$ cat src/rtl/clk_gate_ctrl_pkg.sv
// Shared types and constants for the clock gating controller.
// Holds the controller state enum and the gate event counter width.
package clk_gate_ctrl_pkg;

    typedef enum logic [1:0] {
        RUN   = 2'd0,
        GATED = 2'd1,
        WAKE  = 2'd2
    } state_e;

    localparam int GateCntW = 16;

endpackage

$ cat src/rtl/clk_gate_ctrl_if.sv
// Request/status bundle between the gated-domain requester and the gating controller.
// The master drives config, busy and request; the slave returns ready, enable and status.
interface clk_gate_ctrl_if
    import clk_gate_ctrl_pkg::*;
#(
    parameter int IdleCntW = 8
);
    logic                cfg_en_i;
    logic [IdleCntW-1:0] idle_thresh_i;
    logic                busy_i;
    logic                req_valid_i;
    logic                req_ready_o;
    logic                gate_en_o;
    logic                gated_o;
    logic [GateCntW-1:0] gate_cnt_o;

    modport master (
        output cfg_en_i, idle_thresh_i, busy_i, req_valid_i,
        input  req_ready_o, gate_en_o, gated_o, gate_cnt_o
    );

    modport slave (
        input  cfg_en_i, idle_thresh_i, busy_i, req_valid_i,
        output req_ready_o, gate_en_o, gated_o, gate_cnt_o
    );
endinterface

$ cat src/rtl/clk_gate_ctrl.sv
// Auto clock gating controller: stops the domain clock after a programmable idle run
// and restarts it with a fixed warm-up before requests are accepted again.
module clk_gate_ctrl
    import clk_gate_ctrl_pkg::*;
#(
    parameter int IdleCntW   = 8,
    parameter int WakeCycles = 2
) (
    input  logic           clk_i,
    input  logic           rst_i,
    clk_gate_ctrl_if.slave bus
);

    localparam logic [3:0] WakeLoad = 4'(WakeCycles - 1);

    state_e              state_q, state_d;
    logic [IdleCntW-1:0] idle_cnt_q, idle_cnt_d;
    logic [3:0]          wake_cnt_q, wake_cnt_d;
    logic [GateCntW-1:0] gate_cnt_q, gate_cnt_d;

    logic idle;
    logic goto_gate;
    logic wake_req;

    function automatic logic [IdleCntW-1:0] idle_sat_inc(input logic [IdleCntW-1:0] v);
        return (&v) ? v : v + IdleCntW'(1);
    endfunction

    function automatic logic [GateCntW-1:0] gate_sat_inc(input logic [GateCntW-1:0] v);
        return (&v) ? v : v + GateCntW'(1);
    endfunction

    // A pending request counts as activity, so it always wins over the gating decision.
    assign idle      = bus.cfg_en_i & ~bus.busy_i & ~bus.req_valid_i;
    assign goto_gate = idle & (idle_cnt_q >= bus.idle_thresh_i);
    assign wake_req  = bus.req_valid_i | bus.busy_i | ~bus.cfg_en_i;

    always_ff @(posedge clk_i) begin
        if (rst_i) begin
            state_q    <= RUN;
            idle_cnt_q <= '0;
            wake_cnt_q <= '0;
            gate_cnt_q <= '0;
        end else begin
            state_q    <= state_d;
            idle_cnt_q <= idle_cnt_d;
            wake_cnt_q <= wake_cnt_d;
            gate_cnt_q <= gate_cnt_d;
        end
    end

    always_comb begin
        state_d = state_q;
        unique case (state_q)
            RUN:     if (goto_gate) state_d = GATED;
            GATED:   if (wake_req) state_d = WAKE;
            WAKE:    if (wake_cnt_q == 4'd0) state_d = RUN;
            default: state_d = RUN;
        endcase
    end

    always_comb begin
        idle_cnt_d = idle_cnt_q;
        wake_cnt_d = wake_cnt_q;
        gate_cnt_d = gate_cnt_q;
        unique case (state_q)
            RUN: begin
                if (!idle) begin
                    idle_cnt_d = '0;
                end else if (goto_gate) begin
                    idle_cnt_d = '0;
                    gate_cnt_d = gate_sat_inc(gate_cnt_q);
                end else begin
                    idle_cnt_d = idle_sat_inc(idle_cnt_q);
                end
            end
            GATED:   if (wake_req) wake_cnt_d = WakeLoad;
            WAKE:    if (wake_cnt_q != 4'd0) wake_cnt_d = wake_cnt_q - 4'd1;
            default: idle_cnt_d = '0;
        endcase
    end

    // Enable is a pure decode of the registered state, so it only moves on a rising edge.
    always_comb begin
        bus.gate_en_o   = 1'b1;
        bus.req_ready_o = 1'b0;
        bus.gated_o     = 1'b0;
        unique case (state_q)
            RUN:   bus.req_ready_o = 1'b1;
            GATED: begin
                bus.gate_en_o = 1'b0;
                bus.gated_o   = 1'b1;
            end
            WAKE:    bus.gate_en_o = 1'b1;
            default: bus.req_ready_o = 1'b1;
        endcase
    end

    assign bus.gate_cnt_o = gate_cnt_q;

endmodule

$ cat src/flat_wrapper.sv
// flat-port wrapper written by rule: the top's interface ports become plain ports
module clk_gate_ctrl_flat import clk_gate_ctrl_pkg::*;
#(
    parameter int IdleCntW   = 8,
    parameter int WakeCycles = 2
)
  (clk_i, rst_i, bus_cfg_en_i, bus_idle_thresh_i, bus_busy_i, bus_req_valid_i, bus_req_ready_o, bus_gate_en_o, bus_gated_o, bus_gate_cnt_o);
  clk_gate_ctrl_if #(.IdleCntW(IdleCntW)) bus_i ();
  input  logic clk_i;
  input  logic rst_i;
  input wire logic [$bits(bus_i.cfg_en_i)-1:0] bus_cfg_en_i;
  input wire logic [$bits(bus_i.idle_thresh_i)-1:0] bus_idle_thresh_i;
  input wire logic [$bits(bus_i.busy_i)-1:0] bus_busy_i;
  input wire logic [$bits(bus_i.req_valid_i)-1:0] bus_req_valid_i;
  output wire logic [$bits(bus_i.req_ready_o)-1:0] bus_req_ready_o;
  output wire logic [$bits(bus_i.gate_en_o)-1:0] bus_gate_en_o;
  output wire logic [$bits(bus_i.gated_o)-1:0] bus_gated_o;
  output wire logic [$bits(bus_i.gate_cnt_o)-1:0] bus_gate_cnt_o;
  assign bus_i.cfg_en_i = bus_cfg_en_i;
  assign bus_i.idle_thresh_i = bus_idle_thresh_i;
  assign bus_i.busy_i = bus_busy_i;
  assign bus_i.req_valid_i = bus_req_valid_i;
  assign bus_req_ready_o = bus_i.req_ready_o;
  assign bus_gate_en_o = bus_i.gate_en_o;
  assign bus_gated_o = bus_i.gated_o;
  assign bus_gate_cnt_o = bus_i.gate_cnt_o;
  clk_gate_ctrl #(.IdleCntW(IdleCntW), .WakeCycles(WakeCycles)) u_core (.clk_i(clk_i), .rst_i(rst_i), .bus(bus_i));
endmodule
$ cat config.mk
export PLATFORM = sky130hd
export DESIGN_NAME = clk_gate_ctrl_flat
export DESIGN_NICKNAME = d
export VERILOG_FILES = /design/src/rtl/clk_gate_ctrl_pkg.sv /design/src/rtl/clk_gate_ctrl_if.sv /design/src/rtl/clk_gate_ctrl.sv /design/src/flat_wrapper.sv
export SDC_FILE = /design/constraint.sdc
export NUM_CORES = 1
export LEC_CHECK = 0
export CAP_MARGIN = 15
export CORE_MARGIN = 5
export CORE_UTILIZATION = 40
export DETAILED_ROUTE_END_ITERATION = 8
export GPL_TIMING_DRIVEN = 0
export HOLD_SLACK_MARGIN = 0.1
export PLACE_DENSITY = 0.75
export SLEW_MARGIN = 0
export SYNTH_ARGS = -nofsm -noshare
export SYNTH_HDL_FRONTEND = slang
export SYNTH_SLANG_ARGS = --single-unit
export TNS_END_PERCENT = 20
$ cat constraint.sdc
create_clock -name clk_i -period 2.79 [get_ports clk_i]
set_input_delay 0.279 -clock clk_i [delete_from_list [all_inputs] [get_ports clk_i]]
set_output_delay 0.279 -clock clk_i [all_outputs]
set_load 0.02 [all_outputs]
==> results of run 1 <==
[power by group]
part           internal (mW)  switching, mW
Clock                  0.199          0.169
Combinational         0.0339         0.0322
Sequential             0.430        0.00201
[worst max-delay path: cells and delay by family]
kind	cells	cell delay, ns
buf+inv	4	0.92
simple gates	1	0.13
fa+ha+maj	1	0.29
compound gates	5	1.11
[area by class of cell]
type,instances,area [um^2]
Fill cell,419,2100
Multi-Input combinational cell,177,1140
Sequential cell,30,601
Timing Repair Buffer,31,310
Clock buffer,7,86.3
Tap cell,52,65.1
Inverter,16,60.1
Buffer,7,38.8
Clock inverter,1,5.00
[synthesized netlist by cell type (2+ instances only)]
library cell  number  area [um^2]
a211oi_1           3         22.5
a21oi_1           23          115
a221oi_1           2         17.5
and2_1             2         12.5
and3_1             7         43.8
clkbuf_1           4         15.0
dfxtp_1           30          601
ha_1              14          175
inv_1             16         60.1
mux2i_1            2         20.0
nand2_1           20         75.1
nand2b_1           6         37.5
nand3_1            8         40.0
nand4_1           10         62.6
nor2_1            13         48.8
nor2b_1            4         25.0
nor3_1             7         35.0
nor3b_1            2         15.0
nor4_1             2         12.5
o21ai_0            4         20.0
o21ai_1            8         40.0
o21bai_1           2         15.0
o31ai_1            9         67.6
or3_1              4         25.0
or4_1             10         75.1
[worst paths after layout]
path,to,from,cells after the start,slack [ns]
worst max-delay path,u_core.bus.gate_cnt_o[6]$_SDFFE_PP0P_,bus_idle_thresh_i[1],11,0.26
worst min register to register,u_core.bus.gate_cnt_o[15]$_SDFFE_PP0P_,u_core.bus.gate_cnt_o[15]$_SDFFE_PP0P_,2,0.51
worst min-delay path,u_core.bus.gate_cnt_o[15]$_SDFFE_PP0P_,u_core.bus.gate_cnt_o[15]$_SDFFE_PP0P_,2,0.51
worst max register to register,u_core.bus.gate_cnt_o[6]$_SDFFE_PP0P_,u_core.idle_cnt_q[1]$_SDFFE_PP0P_,9,0.36
[flip-flops by register name, indices dropped and copies added, names as in the netlist]
| name | cells |
|---|---|
| u_core.idle_cnt_q | 8 |
| u_core.wake_cnt_q | 4 |
| u_core.state_q | 2 |
| u_core.bus.gate_cnt_o | 16 |
[through the flow]
step	utilization (%)	instance area [um^2]	cells
finish	52.3	2310	321
global route	52.3	2310	321
CTS	52.3	2310	321
detailed placement	50.3	2220	313
global placement	50.3	2220	313
floorplan	-	1840	230
[layer usage]
layer,global-route usage [%],vias to the layer above,part of all wire (%)
met3,2.78,8,4.1
met1,19.4,875,46
met2,24.6,36,48
li1,-,932,-
met4,5.15,0,1.7
met5,0,-,0
[cell families (layout without fill, tap and decap cells)]
kind of cell	after synthesis	after routing	share of synthesized area (%)
AO/OA/AOI/OAI	61	61	20.9
adder cells (fa/ha/maj)	14	14	9.50
buffers and inverters	23	62	5.36
flip-flops	30	30	32.6
multiplexers	3	3	1.70
AND/OR/NAND/NOR	99	99	29.9
[cell usage in the layout (no fill, tap or decap), types with 8 or more instances in the layout]
cell and instances:
a21oi_1 23, clkdlybuf4s50_1 31, dfxtp_1 30, ha_1 14
inv_1 16, nand2_1 20, nand3_1 8, nand4_1 10
nor2_1 13, o21ai_1 8, o31ai_1 9, or4_1 10
==> flow_summary.ini, run 1 <==
[timing]
report.final.slew_viol_count = 0
finalCritPeriodShare_pct = 90.7
finalSetupViolCount = 0
timing.hold.ws_ns = 0.507
finalCriticalPeriod_ns = 2.53
fin_ws_ns = 0.259
setup_tns_ns = 0
fin_skew_ns = 0.00754
fmax_ghz = 0.395
worstMarginPinSlew_ns = 0.602
rsz0062_at_grt = no
maxSlewHeadroom_pct = 59.6
hold_violations = 0

[layout]
diodes = 0
fin_nets = 295
drive_above_1_share_pct = 4.83
area_growth_syn_to_layout_pct = 25.3

[yosys]
yosys_warnings = 0
syn_avg_cell_area_um2 = 8.01
synth_area_mm2 = 0.00184
synth_fp_nets = 257
seq_area_frac_synth_pct = 32.6
ys.flop_type = dfxtp_1
synth_seq_cells = 30
syn_inst = 230
yosys.cell_types.count = 43
synthArstFlopShare_pct = 0
synth-edff-count = 0

[route]
wl_per_cell_um = 13.4
via_count = 1851
initialDrtViolationCount = 146
ant_nets = 0
route.detailed.drc = 0
drt_first_pass_iters = 4
vias_per_cell = 5.77
routed_wl_um = 4310

[clocking]
clk_latency_ns = 0.29
cts_resized = 0
cts.sinks = 30
clk_pin_slew_ns = 0.06
ctsHoldBuffers = 0
postCtsSetupRepairBufs = 0
clock_path_buffers = 2
cts_root_buf = clkbuf_8
cts_buffers = 5
htreeDepth = 2
cts_tree = yes

[job]
cap_violations = 0

[placed_design]
pre_cts_ws_ns = -0.0140
dp_hpwl_um = 3190
io_buffers = 31
globalplace.congestion = 0.861

[die]
core_region_area_mm2 = 0.00441
io_pins = 32
die_y_um = 77.9
initial_core_util_pct = 41.8
die_area_mm2 = 0.00607
rows = 24
fp.dieW_um = 77.9

[grt]
grt_overflow = 0
antenna_found_initial = 0
grt_pass1_vias = 1729
grt_max_degree = 11
grt_pass1_wl_um = 7700
grtUsageTotal_pct = 14.9

[pwr]
p_leak_nw = 0.815
finalPower_mw = 0.866
ir_drop_v = 0.000275
p_per_area_mw_per_mm2 = 375

[setup_path]
crit_slowest_cell = clkdlybuf4s50_1
cp-end-kind = register
max_stage_delay_ns = 0.45
crit_required_ns = 3.00
path_cells = clkdlybuf4s50_1, inv_1, ha_1, nor2b_1, o211a_1, a211oi_1, o21ba_2, buf_2, buf_4, o21ai_1, a21oi_1
crit_type = input pin to register
cp-start-kind = input pin
cp_max_fo = 10
worstPathArrival_ns = 2.74

[hold_path]
hold_class = register to register

[outcome]
status = finished clean
Note: power is estimated with default switching activity, not from simulation.
==> inputs of run 2 (changes only) <==
Settings changed: SKIP_LAST_GASP set to 1, TNS_END_PERCENT 20 to 50.
==> results of run 2 <==
The final DEF is identical to that of run 1; final timing and power are the same.
